### config.mk
export PLATFORM = sky130hd
export DESIGN_NAME = ps_ram_rd_ctrl
export DESIGN_NICKNAME = d
export VERILOG_FILES = /design/src/rtl/ps_ram_rd_ctrl_pkg.sv /design/src/rtl/ps_ram_rd_ctrl_sync_rise_det.sv /design/src/rtl/ps_ram_rd_ctrl.sv
export SDC_FILE = /design/constraint.sdc
export NUM_CORES = 1
export LEC_CHECK = 0
export ABC_CLOCK_PERIOD_IN_PS = 3200
export CORE_MARGIN = 8
export CORE_UTILIZATION = 40
export DETAILED_ROUTE_END_ITERATION = 8
export PLACE_DENSITY = 0.73
export RECOVER_POWER = 100
export SYNTH_ARGS = -nofsm -noshare
export SYNTH_HDL_FRONTEND = slang
export SYNTH_HIERARCHICAL = 1
export SYNTH_SLANG_ARGS = --single-unit
export TNS_END_PERCENT = 5
### constraint.sdc
create_clock -name clk_100m -period 3.2 [get_ports clk_100m]
set_clock_uncertainty 0.15 [all_clocks]
set_input_delay 0.48 -clock clk_100m [delete_from_list [all_inputs] [get_ports clk_100m]]
set_output_delay 0.48 -clock clk_100m [all_outputs]
set_load 0.03 [all_outputs]
### src/rtl/ps_ram_rd_ctrl_pkg.sv
// ps_ram_rd_ctrl_pkg
// Constants and types shared by the playback RAM read controller and its
// sub-module. The capture-side write controller uses the same bank depth,
// so DEPTH lives here rather than inside either controller.
//   DEPTH      samples per bank (last address DEPTH-1)
//   AW         RAM address width
//   DW         sample width
//   rd_state_e read FSM state encoding
package ps_ram_rd_ctrl_pkg;

    localparam int unsigned DEPTH = 35500;
    localparam int unsigned AW    = 16;
    localparam int unsigned DW    = 16;

    typedef enum logic [1:0] {
        ST_IDLE    = 2'd0,
        ST_READY   = 2'd1,
        ST_FETCH   = 2'd2,
        ST_CAPTURE = 2'd3
    } rd_state_e;

endpackage

### src/rtl/ps_ram_rd_ctrl_sync_rise_det.sv
// sync_rise_det
// Two-flop synchronizer for an asynchronous level, followed by a
// rising-edge detector. rise_out is a one-cycle pulse that is high in the
// cycle after the second synchronizer flop first captures a 1, so a level
// change becomes a registered effect downstream three edges after it is
// first sampled.
//   clk       destination clock
//   rst_n     asynchronous active-low reset
//   async_in  level from another clock domain
//   rise_out  one-cycle pulse per rising edge of async_in
module sync_rise_det (
    input  logic clk,
    input  logic rst_n,
    input  logic async_in,
    output logic rise_out
);

    logic meta_q, meta_d;
    logic sync_q, sync_d;
    logic prev_q, prev_d;

    always_comb begin
        meta_d = async_in;
        sync_d = meta_q;
        prev_d = sync_q;
    end

    always_ff @(posedge clk or negedge rst_n) begin
        if (!rst_n) begin
            meta_q <= 1'b0;
            sync_q <= 1'b0;
            prev_q <= 1'b0;
        end else begin
            meta_q <= meta_d;
            sync_q <= sync_d;
            prev_q <= prev_d;
        end
    end

    assign rise_out = sync_q & ~prev_q;

endmodule

### src/rtl/ps_ram_rd_ctrl.sv
// ps_ram_rd_ctrl
// Ping-pong RAM read controller for the playback path. The PS fills two
// sample banks; this block streams one sample per DAC request out of the
// bank currently being read, reports which banks need a refill, and flags
// underruns (a request with no loaded bank).
//
// Handshake: dac_req is a one-cycle request pulse. The answer is a
// one-cycle dac_vld_out strobe with dac_data_out valid in the same cycle,
// two cycles after a serviced request or one cycle after a request that
// arrives with nothing loaded (data 0). Requests seen in FETCH/CAPTURE are
// dropped; the DAC spaces requests at least three cycles apart.
//
// Ports:
//   clk_100m, rst_n                system clock, async active-low reset
//   dac_req                        next-sample request pulse
//   sd_load_done                   PS level; each rising edge = bank filled
//   ram_dout1, ram_dout2           bank read data, one-cycle latency
//   en_rd1_out, en_rd2_out         bank read enables
//   addr_rd_out                    shared read address
//   dac_data_out, dac_vld_out      sample and its strobe
//   ram_1_empty_out, ram_2_empty_out  bank needs refill
//   underrun_out                   sticky underrun flag, cleared by reset
//   dbg_state_out                  current FSM state
module ps_ram_rd_ctrl
    import ps_ram_rd_ctrl_pkg::*;
#(
    parameter int unsigned BANK_DEPTH = DEPTH
) (
    input  logic          clk_100m,
    input  logic          rst_n,
    input  logic          dac_req,
    input  logic          sd_load_done,
    input  logic [DW-1:0] ram_dout1,
    input  logic [DW-1:0] ram_dout2,
    output logic          en_rd1_out,
    output logic          en_rd2_out,
    output logic [AW-1:0] addr_rd_out,
    output logic [DW-1:0] dac_data_out,
    output logic          dac_vld_out,
    output logic          ram_1_empty_out,
    output logic          ram_2_empty_out,
    output logic          underrun_out,
    output logic [1:0]    dbg_state_out
);

    localparam logic [AW-1:0] LAST_ADDR = AW'(BANK_DEPTH - 1);

    rd_state_e     state_q, state_d;
    logic [1:0]    bank_full_q, bank_full_d;
    logic          rd_bank_q, rd_bank_d;
    logic          load_ptr_q, load_ptr_d;
    logic [AW-1:0] addr_q, addr_d;
    logic [DW-1:0] dac_data_q, dac_data_d;
    logic          dac_vld_q, dac_vld_d;
    logic          underrun_q, underrun_d;

    logic          load_rise;
    logic [1:0]    bank_clr;
    logic [1:0]    bank_kept;
    logic          bank_swap;
    logic          en_rd1, en_rd2;

    sync_rise_det u_load_sync (
        .clk      (clk_100m),
        .rst_n    (rst_n),
        .async_in (sd_load_done),
        .rise_out (load_rise)
    );

    always_comb begin
        state_d    = state_q;
        addr_d     = addr_q;
        rd_bank_d  = rd_bank_q;
        dac_data_d = dac_data_q;
        dac_vld_d  = 1'b0;
        underrun_d = underrun_q;
        bank_clr   = 2'b00;
        bank_swap  = 1'b0;
        en_rd1     = 1'b0;
        en_rd2     = 1'b0;

        unique case (state_q)
            ST_IDLE: begin
                // Nothing to play: answer with silence so the DAC keeps
                // its frame timing, and remember that it happened.
                if (dac_req) begin
                    dac_data_d = '0;
                    dac_vld_d  = 1'b1;
                    underrun_d = 1'b1;
                end
                if (bank_full_q[rd_bank_q]) begin
                    state_d = ST_READY;
                end
            end
            ST_READY: begin
                if (dac_req) begin
                    state_d = ST_FETCH;
                end
            end
            ST_FETCH: begin
                en_rd1  = ~rd_bank_q;
                en_rd2  = rd_bank_q;
                state_d = ST_CAPTURE;
            end
            ST_CAPTURE: begin
                dac_data_d = rd_bank_q ? ram_dout2 : ram_dout1;
                dac_vld_d  = 1'b1;
                if (addr_q == LAST_ADDR) begin
                    addr_d             = '0;
                    bank_clr[rd_bank_q] = 1'b1;
                    rd_bank_d          = ~rd_bank_q;
                    bank_swap          = 1'b1;
                end else begin
                    addr_d  = addr_q + AW'(1);
                    state_d = ST_READY;
                end
            end
            default: begin
                state_d = ST_IDLE;
            end
        endcase

        // A load is accepted only into a bank that is empty once this
        // cycle's clear is applied, so a load landing on the bank that is
        // just being released still takes effect (set wins over clear).
        bank_kept   = bank_full_q & ~bank_clr;
        bank_full_d = bank_kept;
        load_ptr_d  = load_ptr_q;
        if (load_rise && !bank_kept[load_ptr_q]) begin
            bank_full_d[load_ptr_q] = 1'b1;
            load_ptr_d              = ~load_ptr_q;
        end

        // After a swap, continue straight on if the other bank is ready.
        if (bank_swap) begin
            state_d = bank_full_d[rd_bank_d] ? ST_READY : ST_IDLE;
        end
    end

    always_ff @(posedge clk_100m or negedge rst_n) begin
        if (!rst_n) begin
            state_q     <= ST_IDLE;
            bank_full_q <= 2'b00;
            rd_bank_q   <= 1'b0;
            load_ptr_q  <= 1'b0;
            addr_q      <= '0;
            dac_data_q  <= '0;
            dac_vld_q   <= 1'b0;
            underrun_q  <= 1'b0;
        end else begin
            state_q     <= state_d;
            bank_full_q <= bank_full_d;
            rd_bank_q   <= rd_bank_d;
            load_ptr_q  <= load_ptr_d;
            addr_q      <= addr_d;
            dac_data_q  <= dac_data_d;
            dac_vld_q   <= dac_vld_d;
            underrun_q  <= underrun_d;
        end
    end

    // Read enables decode straight from state so an asynchronous reset
    // during FETCH removes them immediately.
    assign en_rd1_out      = en_rd1;
    assign en_rd2_out      = en_rd2;
    assign addr_rd_out     = addr_q;
    assign dac_data_out    = dac_data_q;
    assign dac_vld_out     = dac_vld_q;
    assign ram_1_empty_out = ~bank_full_q[0];
    assign ram_2_empty_out = ~bank_full_q[1];
    assign underrun_out    = underrun_q;
    assign dbg_state_out   = state_q;

endmodule

==> results of run 1 <==
==> worst max-delay path: stages, from the launching register on <==
cell     delay, ps
dfrtp_1        440
or4b_1         590
nor4_4         420
ha_1           300
a21oi_1        200
mux2_2         360
mux2_1         300
==> cells in the final DEF (no fill, tap or decap), drive strengths merged, types with 3 or more instances in the layout <==
master,instances
inv,9
nor2b,3
dlygate4sd3,41
clkbuf,10
nand4,3
clkdlybuf4s50,33
nand3,5
ha,8
xor2,7
dfrtp,43
a21oi,5
o21ai,19
and3,3
nor2,11
xnor2,5
mux2,3
nand2,25
nor3,4
mux2i,20
==> area by class of cell <==
class / instances / area (sq um)
clock buffer: 8 / 100
fill: 469 / 2080
inverter: 9 / 33.8
multi-input combinational: 139 / 965
sequential: 43 / 1080
tap: 70 / 87.6
timing repair buffer: 78 / 763
==> metal layers <==
layer,track usage,wire length [um],vias to the layer above
li1,-,-,840
met2,0.207,2260,64
met5,0,0,-
met1,0.168,2340,789
met3,0.0678,657,6
met4,0.0492,44,0
==> registers in the layout, indices dropped and copies added (netlist names) <==
register            cells
u_load_sync/meta_q      1
load_ptr_q              1
addr_rd_out            16
rd_bank_q               1
underrun_out            1
bank_full_q             2
dac_data_out           16
dac_vld_out             1
u_load_sync/prev_q      1
dbg_state_out           2
u_load_sync/prev_d      1
==> logic make-up (layout without fill, tap and decap cells) <==
kind of cell / after synthesis / count (layout) / synth area share
buffers and inverters: 16 / 95 / 0.0325
multiplexers: 23 / 23 / 0.112
flip-flops: 43 / 43 / 0.508
AND/OR/NAND/NOR: 66 / 66 / 0.171
XOR/XNOR: 12 / 12 / 0.0496
adder cells (fa/ha/maj): 8 / 8 / 0.0473
AO/OA/AOI/OAI: 30 / 30 / 0.0786
==> power breakdown <==
group	switching, uW	leakage (uW)	internal, uW
clock	178	0.0000515	197
sequential	112	0.000534	703
combinational	657	0.000927	417
total	947	0.00151	1320
==> through the flow <==
step	power, uW	worst slack, ps	util	hold slack (ps)	cell area [sq um]
after floorplan	1490	426	-	34.4	2120
after global placement	1970	449	0.575	184	2940
after detailed placement	2000	385	0.575	188	2940
after CTS	2380	381	0.595	205	3040
after global routing	2420	204	0.592	219	3030
final	2260	307	0.592	203	3030
==> how the worst max path moves through the flow <==
stage / endpoint / startpoint / depth (start not counted)
after floorplan: dbg_state_out[0] / addr_rd_out[12] / 6
after global placement: dbg_state_out[0] / addr_rd_out[12] / 6
after detailed placement: dbg_state_out[0] / addr_rd_out[12] / 6
after CTS: dbg_state_out[0] / addr_rd_out[12] / 6
after global routing: dbg_state_out[0] / addr_rd_out[12] / 6
final: dbg_state_out[0] / addr_rd_out[12] / 6
==> flow_summary.json, run 1 <==
{
  "ys_types": 37,
  "cts-root-buf": "clkbuf_8",
  "hold_path.startpoint": "u_load_sync/meta_q",
  "syn_area_per_cell_sq_um": 10.7,
  "worstPathRequired_ps": 3230,
  "critPathLaunchType": "flop",
  "cts_resized": 0,
  "fmax_ghz": 0.346,
  "row_count": 26,
  "cts_hold_buffers": 0,
  "io_buffers": 75,
  "yosys_register_bits": 43,
  "antenna_found_initial": 0,
  "synth_common_cells": "dfrtp_1, nand2_1, mux2i_1",
  "reg2reg_slack_ps": 310,
  "synth_edf_count": 0,
  "hold_depth": 0,
  "cts_num_sinks": 43,
  "detail_route.wl_per_cell_um": 15.3,
  "worstMarginPinSlew_ps": 2240,
  "synth_ff_type": "dfrtp_1",
  "tritoncts": "done",
  "max_slew_margin": -0.495,
  "yosys_warnings": 6,
  "synthTopCellsByArea": "dfrtp_1, mux2i_1, ha_1",
  "tns_ps": 0,
  "period_minus_slack_ps": 2890,
  "grt_pass1_vias": 1778,
  "antenna_cells": 0,
  "dieArea_sq_um": 7880,
  "grt_pass1_wl_mm": 8.47,
  "p_per_area_nw_per_um2": 748,
  "grt_use_total": 0.139,
  "status": "finished, violations left",
  "crit_type": "reg -> reg",
  "clock_path_buffers": 2,
  "vias_per_cell": 4.90,
  "cts_inserted_buffers": 5,
  "maxCapViolCount": 1,
  "cp-end-kind": "flop",
  "overflow": 0,
  "gp_congestion": 0.827,
  "synth_top_area_cell": "dfrtp_1",
  "drtIter0Drc": 49,
  "synth_cells": 198,
  "coreArea_sq_um": 5110,
  "worstReg2RegEnd": "dbg_state_out[0]",
  "instances_no_fill": 347,
  "place_inst": 339,
  "rr_startpoint": "addr_rd_out[12]",
  "hold_class": "reg -> reg",
  "postCtsSetupBuffers": 0,
  "htree_levels": 2,
  "drt_pass1_iterations": 4,
  "start_util": 0.415,
  "cp_max_fo": 6,
  "async_reset_ff_frac": 1.00,
  "area_growth_pct": 42.9,
  "seq_area_frac_synth": 0.508,
  "arrival_ps": 2920,
  "nets": 320,
  "rsz0062_at_grt": "no",
  "worst_skew_pair.late_latency_ps": 290,
  "io_pins": 76,
  "layout-drive-gt1-share": 0.0542,
  "synth_most_common_cell": "dfrtp_1",
  "drc_errors": 0,
  "slew_viol_final": 44,
  "fp.dieW_um": 88.8,
  "syn-cell-area_sq_um": 2120,
  "num_vias": 1699,
  "leakagePower_uw": 0.00151,
  "grt_max_degree": 44,
  "hold_violations": 0,
  "ant_nets": 0,
  "violations": "max-capacitance violations, max-slew violations",
  "clkTransAtPathRegs_ps": 80,
  "peakVddDrop_mv": 0.289,
  "chipHeight_um": 88.8,
  "setup_viol": 0,
  "place.detailed.hpwl_mm": 4.03,
  "fin_crit_sh": 0.904,
  "syn-num-nets": 242,
  "finalWirelength_mm": 5.30,
  "reg2regPathDepth": 6,
  "yosysTopAreaCellShare": 0.508,
  "min_to": "u_load_sync/prev_d"
}
(Power assumes the default switching activity.)
==> run 2, diff against run 1 <==
- ABC_CLOCK_PERIOD_IN_PS: 3200 -> 3600
- CAP_MARGIN: not set -> 5
- clock period: 3.2 -> 3.6 ns (I/O delays scaled with it)
==> run 2 against run 1 <==
Effect of this change:
- the run still ends with max-capacitance violations, max-slew violations left
- critical endpoint unchanged
- largest power group unchanged
- critical path depth unchanged
- maximum frequency grew 0.80%
- design area shrank 0.99%
==> flow_summary.json, run 2 (synthesis gave the netlist of run 1 again) <==
{
  "htree_levels": 2,
  "hold_violations": 0,
  "cts-root-buf": "clkbuf_8",
  "critPathLaunchType": "flop",
  "status": "finished, violations left",
  "cts_hold_buffers": 0,
  "coreArea_sq_um": 5110,
  "vias_per_cell": 4.94,
  "ant_nets": 0,
  "violations": "max-capacitance violations, max-slew violations",
  "drc_errors": 0,
  "fin_crit_sh": 0.797,
  "grt_pass1_wl_mm": 8.45,
  "antenna_found_initial": 0,
  "hold_class": "reg -> reg",
  "cts_inserted_buffers": 5,
  "antenna_cells": 0,
  "whs_ps": 202,
  "finalWirelength_mm": 5.31,
  "detail_route.wl_per_cell_um": 15.4,
  "layout-drive-gt1-share": 0.0473,
  "gp_congestion": 0.818,
  "crit_type": "reg -> reg",
  "leakagePower_uw": 0.00149,
  "dieArea_sq_um": 7880,
  "peakVddDrop_mv": 0.265,
  "max_slew_margin": -0.523,
  "period_minus_slack_ps": 2870,
  "chipHeight_um": 88.8,
  "drtIter0Drc": 54,
  "area_growth_pct": 41.5,
  "worst_skew_pair.late_latency_ps": 280,
  "rsz0062_at_grt": "no",
  "drt_pass1_iterations": 4,
  "final_cell_mix": "dfrtp_1, dlygate4sd3_1, clkdlybuf4s50_1",
  "tritoncts": "done",
  "io_pins": 76,
  "p_per_area_nw_per_um2": 653,
  "clock_path_buffers": 2,
  "cts_num_sinks": 43,
  "stdcell_area_sq_um": 3000,
  "io_buffers": 75,
  "tns_ps": 0,
  "grt_max_degree": 44,
  "row_count": 26,
  "clkTransAtPathRegs_ps": 70,
  "cp_max_fo": 6,
  "cp-end-kind": "flop",
  "slew_viol_final": 44,
  "num_vias": 1704,
  "final_common_cell": "dfrtp_1",
  "arrival_ps": 2890,
  "nets": 320,
  "overflow": 0,
  "start_util": 0.415,
  "postCtsSetupBuffers": 0,
  "setup_viol": 0,
  "grt_use_total": 0.138,
  "worstMarginPinSlew_ps": 2280,
  "worstPathRequired_ps": 3620,
  "grt_pass1_vias": 1708,
  "place_area_sq_um": 2940,
  "fmax_ghz": 0.348,
  "maxCapViolCount": 1,
  "place.detailed.hpwl_mm": 4.07,
  "cts_resized": 0,
  "fp.dieW_um": 88.8
}
run 2: area by class of cell:
| class | count | area (sq um) |
|---|---|---|
| clock buffers | 6 | 72.6 |
| fillers | 453 | 2110 |
| inverters | 9 | 33.8 |
| multi-input cells | 139 | 965 |
| flip-flops and latches | 43 | 1080 |
| well taps | 70 | 87.6 |
| repair buffers | 78 | 761 |
run 2: path summary, 6_finish.rpt:
| path | from | to | slack, ps | depth (start not counted) |
|---|---|---|---|---|
| hold reg to reg | u_load_sync/meta_q | u_load_sync/prev_d | 200 | 0 |
| setup / recovery | addr_rd_out[12] | dbg_state_out[0] | 730 | 6 |
| setup reg to reg | addr_rd_out[12] | dbg_state_out[0] | 730 | 6 |
| min in group asynchronous | rst_n | underrun_out | 770 | 1 |
| hold / removal | u_load_sync/meta_q | u_load_sync/prev_d | 200 | 0 |
| max in group asynchronous | rst_n | load_ptr_q | 1210 | 1 |
run 2: through the flow:
step	utilization	std cells	total power (uW)	setup WS, ps
2_1_floorplan	-	198	1330	826
3_3_place_gp	0.575	339	1750	850
3_5_place_dp	0.575	339	1770	812
4_1_cts	0.589	345	2050	811
5_1_grt	0.586	345	2100	622
6_report	0.586	345	1960	730
run 2: report_power, final:
group          switching [uW]  total, uW  internal [uW]
logic                     588        961            373
registers                96.1        721            625
clock network             144        274            129
run 2: layer usage:
metal  share of wire  up-vias  global-route usage
met5               0        -                   0
met4          0.0090        0              0.0338
met3            0.12        5              0.0687
met2            0.44       74               0.214
met1            0.44      789               0.165
li1                -      836                   -
run 2: worst max-delay path: stages (launching register included):
cell	delay, ps
dfrtp_1	440
or4b_1	590
nor4_4	440
ha_1	310
a21oi_1	190
mux2_2	350
mux2_1	290
==> run 3, diff against run 2 <==
- ABC_CLOCK_PERIOD_IN_PS: 3600 -> 2600
- PLACE_DENSITY: 0.73 -> 0.76
- clock period: 3.6 -> 2.6 ns (I/O delays scaled with it)
==> run 3 against run 2 <==
Effect of this change:
- the flow now finishes without violations
- core utilization grew 3.6 points
- setup slack worse by 700 ps
- first-iteration DRC count up 17%
- design area grew 6.2%
- routed wire length grew 3.6%
- critical endpoint unchanged
==> flow_summary.json, run 3 (synthesis gave the netlist of run 1 again) <==
{
  "status": "completed",
  "critPathLaunchType": "flop",
  "routed.top_layer": "met4",
  "arrival_ps": 2590,
  "grt_use_total": 0.139,
  "leakagePower_uw": 0.00155,
  "rsz0062_at_grt": "yes",
  "maxCapViolCount": 0,
  "grt_pass1_wl_mm": 8.63,
  "reg2reg_slack_ps": 30,
  "wl_met3_um": 571,
  "worst_skew_pair.late_latency_ps": 290,
  "overflow": 0,
  "drtIter0Drc": 63,
  "stdcell_area_sq_um": 3180,
  "detail_route.wl_per_cell_um": 15.2,
  "crit_type": "reg -> reg",
  "rr_startpoint": "addr_rd_out[12]",
  "hold_violations": 0,
  "slowest_delay_ps": 550,
  "layout-drive-gt1-share": 0.140,
  "setup_viol": 0,
  "num_vias": 1817,
  "hold_class": "reg -> reg",
  "cp-end-kind": "flop",
  "place_area_sq_um": 3050,
  "period_minus_slack_ps": 2570,
  "vias_per_cell": 5.02,
  "tns_ps": 0,
  "postCtsSetupBuffers": 0,
  "drc_errors": 0,
  "max_slew_margin": 0.0410,
  "cts_inserted_buffers": 5,
  "finalPower_uw": 2890,
  "grt_max_degree": 28,
  "place.detailed.hpwl_mm": 4.25,
  "htree_levels": 2,
  "finalWirelength_mm": 5.50,
  "cp_common_cell": "mux2_4",
  "start_util": 0.415,
  "row_count": 26,
  "cts_num_sinks": 43,
  "clock_path_buffers": 2,
  "grt_pass1_vias": 1827,
  "crit_family": "simple AND/OR/NAND/NOR gates",
  "fmax_ghz": 0.389,
  "worst-path-stages": 6,
  "dieArea_sq_um": 7880,
  "gp_congestion": 0.813,
  "reg2regPathDepth": 6,
  "clkTransAtPathRegs_ps": 80,
  "area_growth_pct": 50.2,
  "drt_pass1_iterations": 4,
  "chipHeight_um": 88.8,
  "final_cell_mix": "clkdlybuf4s50_1, dfrtp_1, nand2_1",
  "ant_nets": 0,
  "nets": 335,
  "worstPathCellList": "or4b_4, nor4_4, ha_1, a21oi_2, mux2_4, mux2_4",
  "timing.critical_path.buf_inv": 0,
  "io_buffers": 75,
  "coreArea_sq_um": 5110,
  "endpoint": "dbg_state_out[0]",
  "antenna_found_initial": 0,
  "slew_viol_final": 0,
  "worstMarginPinSlew_ps": 1440,
  "io_pins": 76,
  "cp_slowest_cell": "or4b_4",
  "wl_met1_mm": 2.36,
  "p_per_area_nw_per_um2": 910,
  "antenna_cells": 0,
  "worstPathRequired_ps": 2620,
  "fin_crit_sh": 0.989,
  "final_util": 0.623,
  "crit_start": "addr_rd_out[12]",
  "peakVddDrop_mv": 0.504,
  "met2WireLength_mm": 2.55,
  "fp.dieW_um": 88.8,
  "cp_max_fo": 5,
  "tritoncts": "done",
  "cts-root-buf": "clkbuf_8",
  "final_common_cell": "clkdlybuf4s50_1",
  "worstReg2RegEnd": "dbg_state_out[0]"
}
-- run 3: worst min-delay path by stage --
stage                  startpoint  depth (start not counted)                  to
6_report       u_load_sync/meta_q                          0  u_load_sync/prev_d
5_1_grt        u_load_sync/meta_q                          0  u_load_sync/prev_d
4_1_cts        u_load_sync/meta_q                          0  u_load_sync/prev_d
3_5_place_dp   u_load_sync/meta_q                          0  u_load_sync/prev_d
3_3_place_gp   u_load_sync/meta_q                          0  u_load_sync/prev_d
2_1_floorplan               rst_n                          0      addr_rd_out[0]
-- run 3: layout make-up --
type,count,area [sq um]
Fill cell,434,1930
Sequential cell,43,1080
Clock buffer,8,100
Timing Repair Buffer,93,880
Inverter,9,33.8
Multi-Input combinational cell,139,995
Tap cell,70,87.6
-- run 3: power by group --
part           internal [uW]  switching [uW]
combinational            594             845
sequential               866             129
clock                    243             216
total                   1700            1190
-- run 3: timing repair --
item / 4_1_cts / 5_1_grt
endpoints found under the hold margin: 26 / 0
gates resized for setup: 0 / 4
hold buffers: 1 / 0
setup endpoints to repair: 0 / 1
-- run 3: metrics by stage --
step                      worst slack, ps  instances  hold slack [ps]
after floorplan                      2.56        198            -55.6
after global placement               36.1        353              182
after detailed placement             20.7        353              198
after CTS                            7.85        362              224
after global routing                -46.2        362              234
final                                28.8        362              216
-- run 3: per-layer routing --
metal,up-vias,GRT usage
met3,2,0.0622
met4,0,0.0307
li1,871,-
met2,65,0.228
met5,-,0
met1,879,0.163
